[config.mk]
export PLATFORM = sky130hd
export DESIGN_NAME = cordic_pipe
export DESIGN_NICKNAME = d
export VERILOG_FILES = /design/src/rtl/cordic_pipe.sv
export SDC_FILE = /design/constraint.sdc
export NUM_CORES = 2
export LEC_CHECK = 0
export CORE_MARGIN = 5
export CORE_UTILIZATION = 55
export CTS_CLUSTER_DIAMETER = 60
export DETAILED_ROUTE_END_ITERATION = 8
export PLACE_DENSITY = 0.81
export RECOVER_POWER = 25
export SYNTH_ARGS = -nofsm -noshare
export SYNTH_HDL_FRONTEND = slang
export SYNTH_SLANG_ARGS = --single-unit
[constraint.sdc]
create_clock -name clk -period 11.9 [get_ports clk]
set_clock_uncertainty 0.1 [all_clocks]
set_input_delay 1.785 -clock clk [delete_from_list [all_inputs] [get_ports clk]]
set_output_delay 1.785 -clock clk [all_outputs]
set_load 0.1 [all_outputs]
[src/rtl/cordic_pipe.sv]
// rtl/cordic_pipe.sv - pipelined CORDIC rotator/vectorer with quadrant pre-fold
// One sample per cycle; the whole pipe stalls together when the output is held.
module cordic_pipe #(
  parameter int WIDTH = 8,
  parameter int FRAC  = 6,
  parameter int ITER  = 8,
  parameter int GUARD = 4
) (
  input  logic                    clk,
  input  logic                    rst,
  input  logic                    mode,
  input  logic signed [WIDTH-1:0] x_in,
  input  logic signed [WIDTH-1:0] y_in,
  input  logic signed [WIDTH-1:0] z_in,
  input  logic                    in_valid,
  output logic                    in_ready,
  output logic signed [WIDTH-1:0] x_out,
  output logic signed [WIDTH-1:0] y_out,
  output logic signed [WIDTH-1:0] z_out,
  output logic                    ovf,
  output logic                    out_valid,
  input  logic                    out_ready
);

  localparam int XW   = WIDTH + GUARD + 2;
  localparam int ZW   = WIDTH + GUARD + 1;
  localparam int FB   = FRAC + GUARD;
  localparam int RXW  = XW - GUARD;
  localparam int HALF = 2 ** (GUARD - 1);
  localparam real PI_R = 3.14159265358979323846;
  localparam logic signed [ZW-1:0] PI_C      = ZW'($rtoi(PI_R * (2.0 ** FB) + 0.5));
  localparam logic signed [ZW-1:0] HALF_PI_C = ZW'($rtoi(PI_R / 2.0 * (2.0 ** FB) + 0.5));
  localparam logic signed [WIDTH-1:0] OMAX = {1'b0, {(WIDTH-1){1'b1}}};
  localparam logic signed [WIDTH-1:0] OMIN = {1'b1, {(WIDTH-1){1'b0}}};
  localparam logic signed [RXW-1:0]   RMAX = RXW'(OMAX);
  localparam logic signed [RXW-1:0]   RMIN = RXW'(OMIN);

  // Round half away from zero while dropping the guard bits.
  function automatic logic signed [RXW-1:0] rnd(input logic signed [XW-1:0] v);
    return RXW'((v + (v[XW-1] ? XW'(HALF - 1) : XW'(HALF))) >>> GUARD);
  endfunction

  function automatic logic signed [WIDTH-1:0] sat(input logic signed [RXW-1:0] r);
    if (r > RMAX)      return OMAX;
    else if (r < RMIN) return OMIN;
    else               return r[WIDTH-1:0];
  endfunction

  logic signed [XW-1:0] r_x [0:ITER];
  logic signed [XW-1:0] r_y [0:ITER];
  logic signed [ZW-1:0] r_z [0:ITER];
  logic [ITER:0]        r_v;
  logic [ITER-1:0]      r_m;

  logic                 w_adv;
  logic signed [XW-1:0] w_xs, w_ys, w_fx, w_fy;
  logic signed [ZW-1:0] w_zs, w_fz;
  logic signed [XW-1:0] w_nx [ITER];
  logic signed [XW-1:0] w_ny [ITER];
  logic signed [ZW-1:0] w_nz [ITER];
  logic [ITER-1:0]      w_d;
  logic signed [RXW-1:0]   w_xr, w_yr, w_zr;
  logic signed [WIDTH-1:0] w_xo, w_yo, w_zo;
  logic                    w_xsat, w_ysat;

  assign w_adv    = !(out_valid && !out_ready);
  assign in_ready = w_adv;

  assign w_xs = {{2{x_in[WIDTH-1]}}, x_in, {GUARD{1'b0}}};
  assign w_ys = {{2{y_in[WIDTH-1]}}, y_in, {GUARD{1'b0}}};
  assign w_zs = {z_in[WIDTH-1], z_in, {GUARD{1'b0}}};

  // Fold into the right half-plane so the micro-rotations can converge.
  always_comb begin
    w_fx = w_xs;
    w_fy = w_ys;
    w_fz = w_zs;
    if (!mode) begin
      if (w_zs > HALF_PI_C) begin
        w_fx = -w_xs;
        w_fy = -w_ys;
        w_fz = w_zs - PI_C;
      end else if (w_zs < -HALF_PI_C) begin
        w_fx = -w_xs;
        w_fy = -w_ys;
        w_fz = w_zs + PI_C;
      end
    end else if (x_in[WIDTH-1]) begin
      w_fx = -w_xs;
      w_fy = -w_ys;
      w_fz = y_in[WIDTH-1] ? w_zs - PI_C : w_zs + PI_C;
    end
  end

  for (genvar i = 0; i < ITER; i++) begin : g_stage
    localparam logic signed [ZW-1:0] ATAN = ZW'($rtoi($atan(2.0 ** (-i)) * (2.0 ** FB) + 0.5));
    assign w_d[i]  = r_m[i] ? r_y[i][XW-1] : ~r_z[i][ZW-1];
    assign w_nx[i] = w_d[i] ? r_x[i] - (r_y[i] >>> i) : r_x[i] + (r_y[i] >>> i);
    assign w_ny[i] = w_d[i] ? r_y[i] + (r_x[i] >>> i) : r_y[i] - (r_x[i] >>> i);
    assign w_nz[i] = w_d[i] ? r_z[i] - ATAN : r_z[i] + ATAN;
  end

  assign w_xr   = rnd(r_x[ITER]);
  assign w_yr   = rnd(r_y[ITER]);
  assign w_zr   = rnd({r_z[ITER][ZW-1], r_z[ITER]});
  assign w_xo   = sat(w_xr);
  assign w_yo   = sat(w_yr);
  assign w_zo   = sat(w_zr);
  assign w_xsat = (w_xr != RXW'(w_xo));
  assign w_ysat = (w_yr != RXW'(w_yo));

  always_ff @(posedge clk or posedge rst) begin
    if (rst) begin
      r_v       <= '0;
      r_m       <= '0;
      for (int k = 0; k <= ITER; k++) begin
        r_x[k] <= '0;
        r_y[k] <= '0;
        r_z[k] <= '0;
      end
      x_out     <= '0;
      y_out     <= '0;
      z_out     <= '0;
      ovf       <= 1'b0;
      out_valid <= 1'b0;
    end else if (w_adv) begin
      r_v[0] <= in_valid;
      r_m[0] <= mode;
      r_x[0] <= w_fx;
      r_y[0] <= w_fy;
      r_z[0] <= w_fz;
      for (int i = 0; i < ITER; i++) begin
        r_v[i+1] <= r_v[i];
        r_x[i+1] <= w_nx[i];
        r_y[i+1] <= w_ny[i];
        r_z[i+1] <= w_nz[i];
      end
      for (int i = 1; i < ITER; i++) begin
        r_m[i] <= r_m[i-1];
      end
      x_out     <= w_xo;
      y_out     <= w_yo;
      z_out     <= w_zo;
      ovf       <= r_v[ITER] & (w_xsat | w_ysat);
      out_valid <= r_v[ITER];
    end
  end

endmodule

* Word-level counts from Yosys, hierarchy flattened
Index checks and enable logic that the tools add are counted.
Word-level totals: register bits after elaboration 412
Cells by class: multiplexer cells 54, bitwise gates (word level) 10, eq/ne operators 2, add/sub/neg operators 54, reductions and logical operators 3, $lt $le $gt $ge 8
Operators with widths (number):
- 2-to-1 mux 14 bit | 24
- 2-to-1 mux 13 bit | 13
- 2-to-1 mux 8 bit | 6
- greater-than comparator 10 x 8 -> 1 bit, second input constant | 3
- less-than comparator 10 x 8 -> 1 bit, second input constant | 3
- adder 14 x 10 -> 14 bit | 2
- adder 14 x 11 -> 14 bit | 2
- adder 14 x 12 -> 14 bit | 2
- adder 14 x 13 -> 14 bit | 2
- adder 14 x 5 -> 14 bit | 2
- adder 14 x 7 -> 14 bit | 2
- adder 14 x 8 -> 14 bit | 2
- adder 14 x 9 -> 14 bit | 2
- negation 12 -> 14 bit | 2
- subtractor 14 x 10 -> 14 bit | 2
- subtractor 14 x 11 -> 14 bit | 2
- subtractor 14 x 12 -> 14 bit | 2
- subtractor 14 x 13 -> 14 bit | 2
- subtractor 14 bit | 2
- subtractor 14 x 7 -> 14 bit | 2
- subtractor 14 x 8 -> 14 bit | 2
- subtractor 14 x 9 -> 14 bit | 2
- adder 13 x 8 -> 13 bit, second input constant | 2
- subtractor 13 x 8 -> 13 bit, second input constant | 2
- other kinds (26) | 44

* Logic depth before layout (Yosys ltp)
depth in word-level cells 8, mapped depth 16, gate-level depth less buffers 14

* Least setup slack after synthesis
No wires, ideal clock.
path kind input-to-output, start input out_ready, end output in_ready, path slack 6525 ps, stages 5, arrival 3490 ps, data required time 10015 ps, cells stage by stage nor2b_1 -> inv_1 -> clkbuf_1 -> clkbuf_1 -> buf_1
Between the ends: word-level cells in the longest chain between the ends 3
Ends and longest elaborated chain:
- from (decl) | line 22 | input logic out_ready
- zero test 1 bit | line 66 | assign w_adv = !(out_valid && !out_ready);
- logical AND 1 bit | line 66
- zero test 1 bit | line 66
- to (decl) | line 16 | output logic in_ready,
Every way passes these cells.

* Worst setup path in the final report
Same ends and word-level chain as after synthesis.

==> reports/results.ini <==
[status]
status=complete, but fails checks
violations=capacitance limit, slew limit

[logic_synthesis]
synth_fp_nets=3949
synth_top_area_cell=dfrtp_1
synth_ff_type=dfrtp_1
ys_warn_count=0
synth_area_per_cell_sq_um=8.36
yosys-top-cells-area=dfrtp_1, ha_1, xnor2_1, a21oi_1, nand2_1
syn_area_sq_um=30100
synthCells=3601
yosys.cell_types.count=85
synth-edff-count=0
synth_top_area_share_pct=31.8
synthArstFlopShare_pct=100
yosys.cell_count.top_type=nand2_1
synth_common_cells=nand2_1, dfrtp_1, nor2_1, a21oi_1, ha_1
synth_seq_cells=383
synth-seq-area-share_pct=31.8

[cts]
clkLatencyLatePin_ns=0.59
cts_resized=0
cts_sinks=383
cts_hold_buf=0
cts_buffer_depth=3
root_buffer=clkbuf_16
cts_made_buffers=45
h-tree-depth=2
postCtsSetupBuffers=0
clk_pin_slew_ns=0.05
tritoncts=done

[finish]
nFillCells=4598
finalNonFillerCells=4310
drive_above_1_share_pct=3.96
multi_input_area_sq_um=19400
areaGrowthSynthToFinish_pct=8.82
n_antenna_cell=0
nNetsFinal=3931
regArea_sq_um=9580

[floorplan]
dieHeight_um=244
die_area_sq_um=59500
start_util_pct=55.7
num_rows=85
die_w_um=244
io_pins=56
core_sq_um=54000

[setup_path]
crit_required_ns=10.02
critPathMaxFanout=217
regToRegSetupSlack_ns=7.09
arrival_ns=4.75
end_kind=output port
r2r_cells=12
cp-start-kind=input pin
critical_path_class=in -> out

[grt]
grt_util_met2_pct=40.3
grt_pass1_vias=24600
busiest_layer=met2
antenna_found_initial=0
use_met1_pct=31.1
grt_max_degree=218
grt_use_met3_pct=3.09
grt_pass1_wl_mm=121
globalRouteTotalUtil_pct=23.8
grt_overflow=0

[sta]
tightest_slew_ns=1.63
setup_violations=0
finalHoldViolations=0
tns_ns=0
slew_headroom_pct=-8.95
max_freq_mhz=151
min_period_over_period_pct=55.8
rsz0062_at_grt=no
finalWorstPathRequiredPeriod_ns=6.64
drv_slew=34

[route]
drc_errors=0
drt-initial-drc-count=1816
drt_wl_total_mm=71.5
via_count=25600
via_per_inst=5.94
drtAntennaViolNets=0
wl_per_cell_um=16.6
drt_first_pass_iters=5

[placed_design]
place.gp.congestion=0.959
dp.cells=4232
dpl.hpwl_mm=52.7
io_buffers=55

[flow_run]
maxCapViolations=1

[worst_hold_path]
hold_path_class=reg -> reg
whs_path_depth=2

-- worst max-delay path, cell delays in order --
cell	delay, ns
dlygate4sd3_1	0.54
nor2b_1	0.21
buf_12	0.68
inv_8	0.37
clkdlybuf4s50_1	1.09
-- layer usage --
layer  vias to the layer above  wire, um
li1                      12800         -
met1                     12100     31500
met2                       594     33900
met3                       130      3290
met4                         0      2750
met5                         -         0
-- final timing paths --
| kind | start | end |
|---|---|---|
| max in group asynchronous | rst | r_y[92] |
| min in group asynchronous | rst | y_out[2] |
| setup / recovery | out_ready | in_ready |
| setup reg to reg | r_y[41] | r_y[26] |
| hold reg to reg | r_z[29] | r_z[29] |
| hold / removal | r_z[29] | r_z[29] |
-- cell usage in the layout, fill, tap and decap left out, types with 47 or more instances in the layout --
master,instances
a211oi_1,47
a21o_1,72
a21oi_1,331
clkdlybuf4s50_1,53
dfrtp_1,383
ha_1,297
inv_1,161
nand2_1,437
nand3_1,60
nor2_1,341
nor3_1,102
o21a_1,51
o21ai_0,243
o31ai_1,51
xnor2_1,198
xor2_1,127
-- flip-flops by register name, summed over array words and instances, names as in the netlist --
name,flops
r_z,115
r_y,114
r_x,111
r_v,9
r_m,8
x_out,8
y_out,8
z_out,8
out_valid,1
ovf,1
-- cell type report --
type                    count  share of cell area, %
clock inverters            16                  0.940
well taps                 696                   2.66
flip-flops and latches    383                   29.3
multi-input cells        2917                   59.2
clock buffers              62                   3.88
inverters                 164                   1.91
repair buffers             72                   2.17
-- per-stage QoR --
step | setup slack (ns) | hold WS [ns] | cell area, sq um | utilization [%]
3_3_place_gp | 5.47 | 0.349 | 31200 | 57.7
6_report | 5.26 | 0.365 | 32800 | 60.6
2_1_floorplan | 4.87 | 0.338 | 30100 | -
5_1_grt | 5.11 | 0.386 | 32800 | 60.6
3_5_place_dp | 5.47 | 0.356 | 31200 | 57.7
4_1_cts | 5.45 | 0.370 | 32800 | 60.7
-- cell families (layout without fill, tap and decap cells) --
kind of cell / Yosys count / after routing / share of synthesized area [%]
buffers and inverters: 301 / 314 / 3.77
XOR/XNOR: 326 / 326 / 9.51
flip-flops: 383 / 383 / 31.8
multiplexers: 35 / 35 / 1.23
AND/OR/NAND/NOR: 1204 / 1204 / 18.3
AO/OA/AOI/OAI: 1030 / 1030 / 21.5
adder cells (fa/ha/maj): 322 / 322 / 13.9
Power is not shown: default switching activity piles up to over one toggle a cycle in this logic, so the estimate is an artifact.
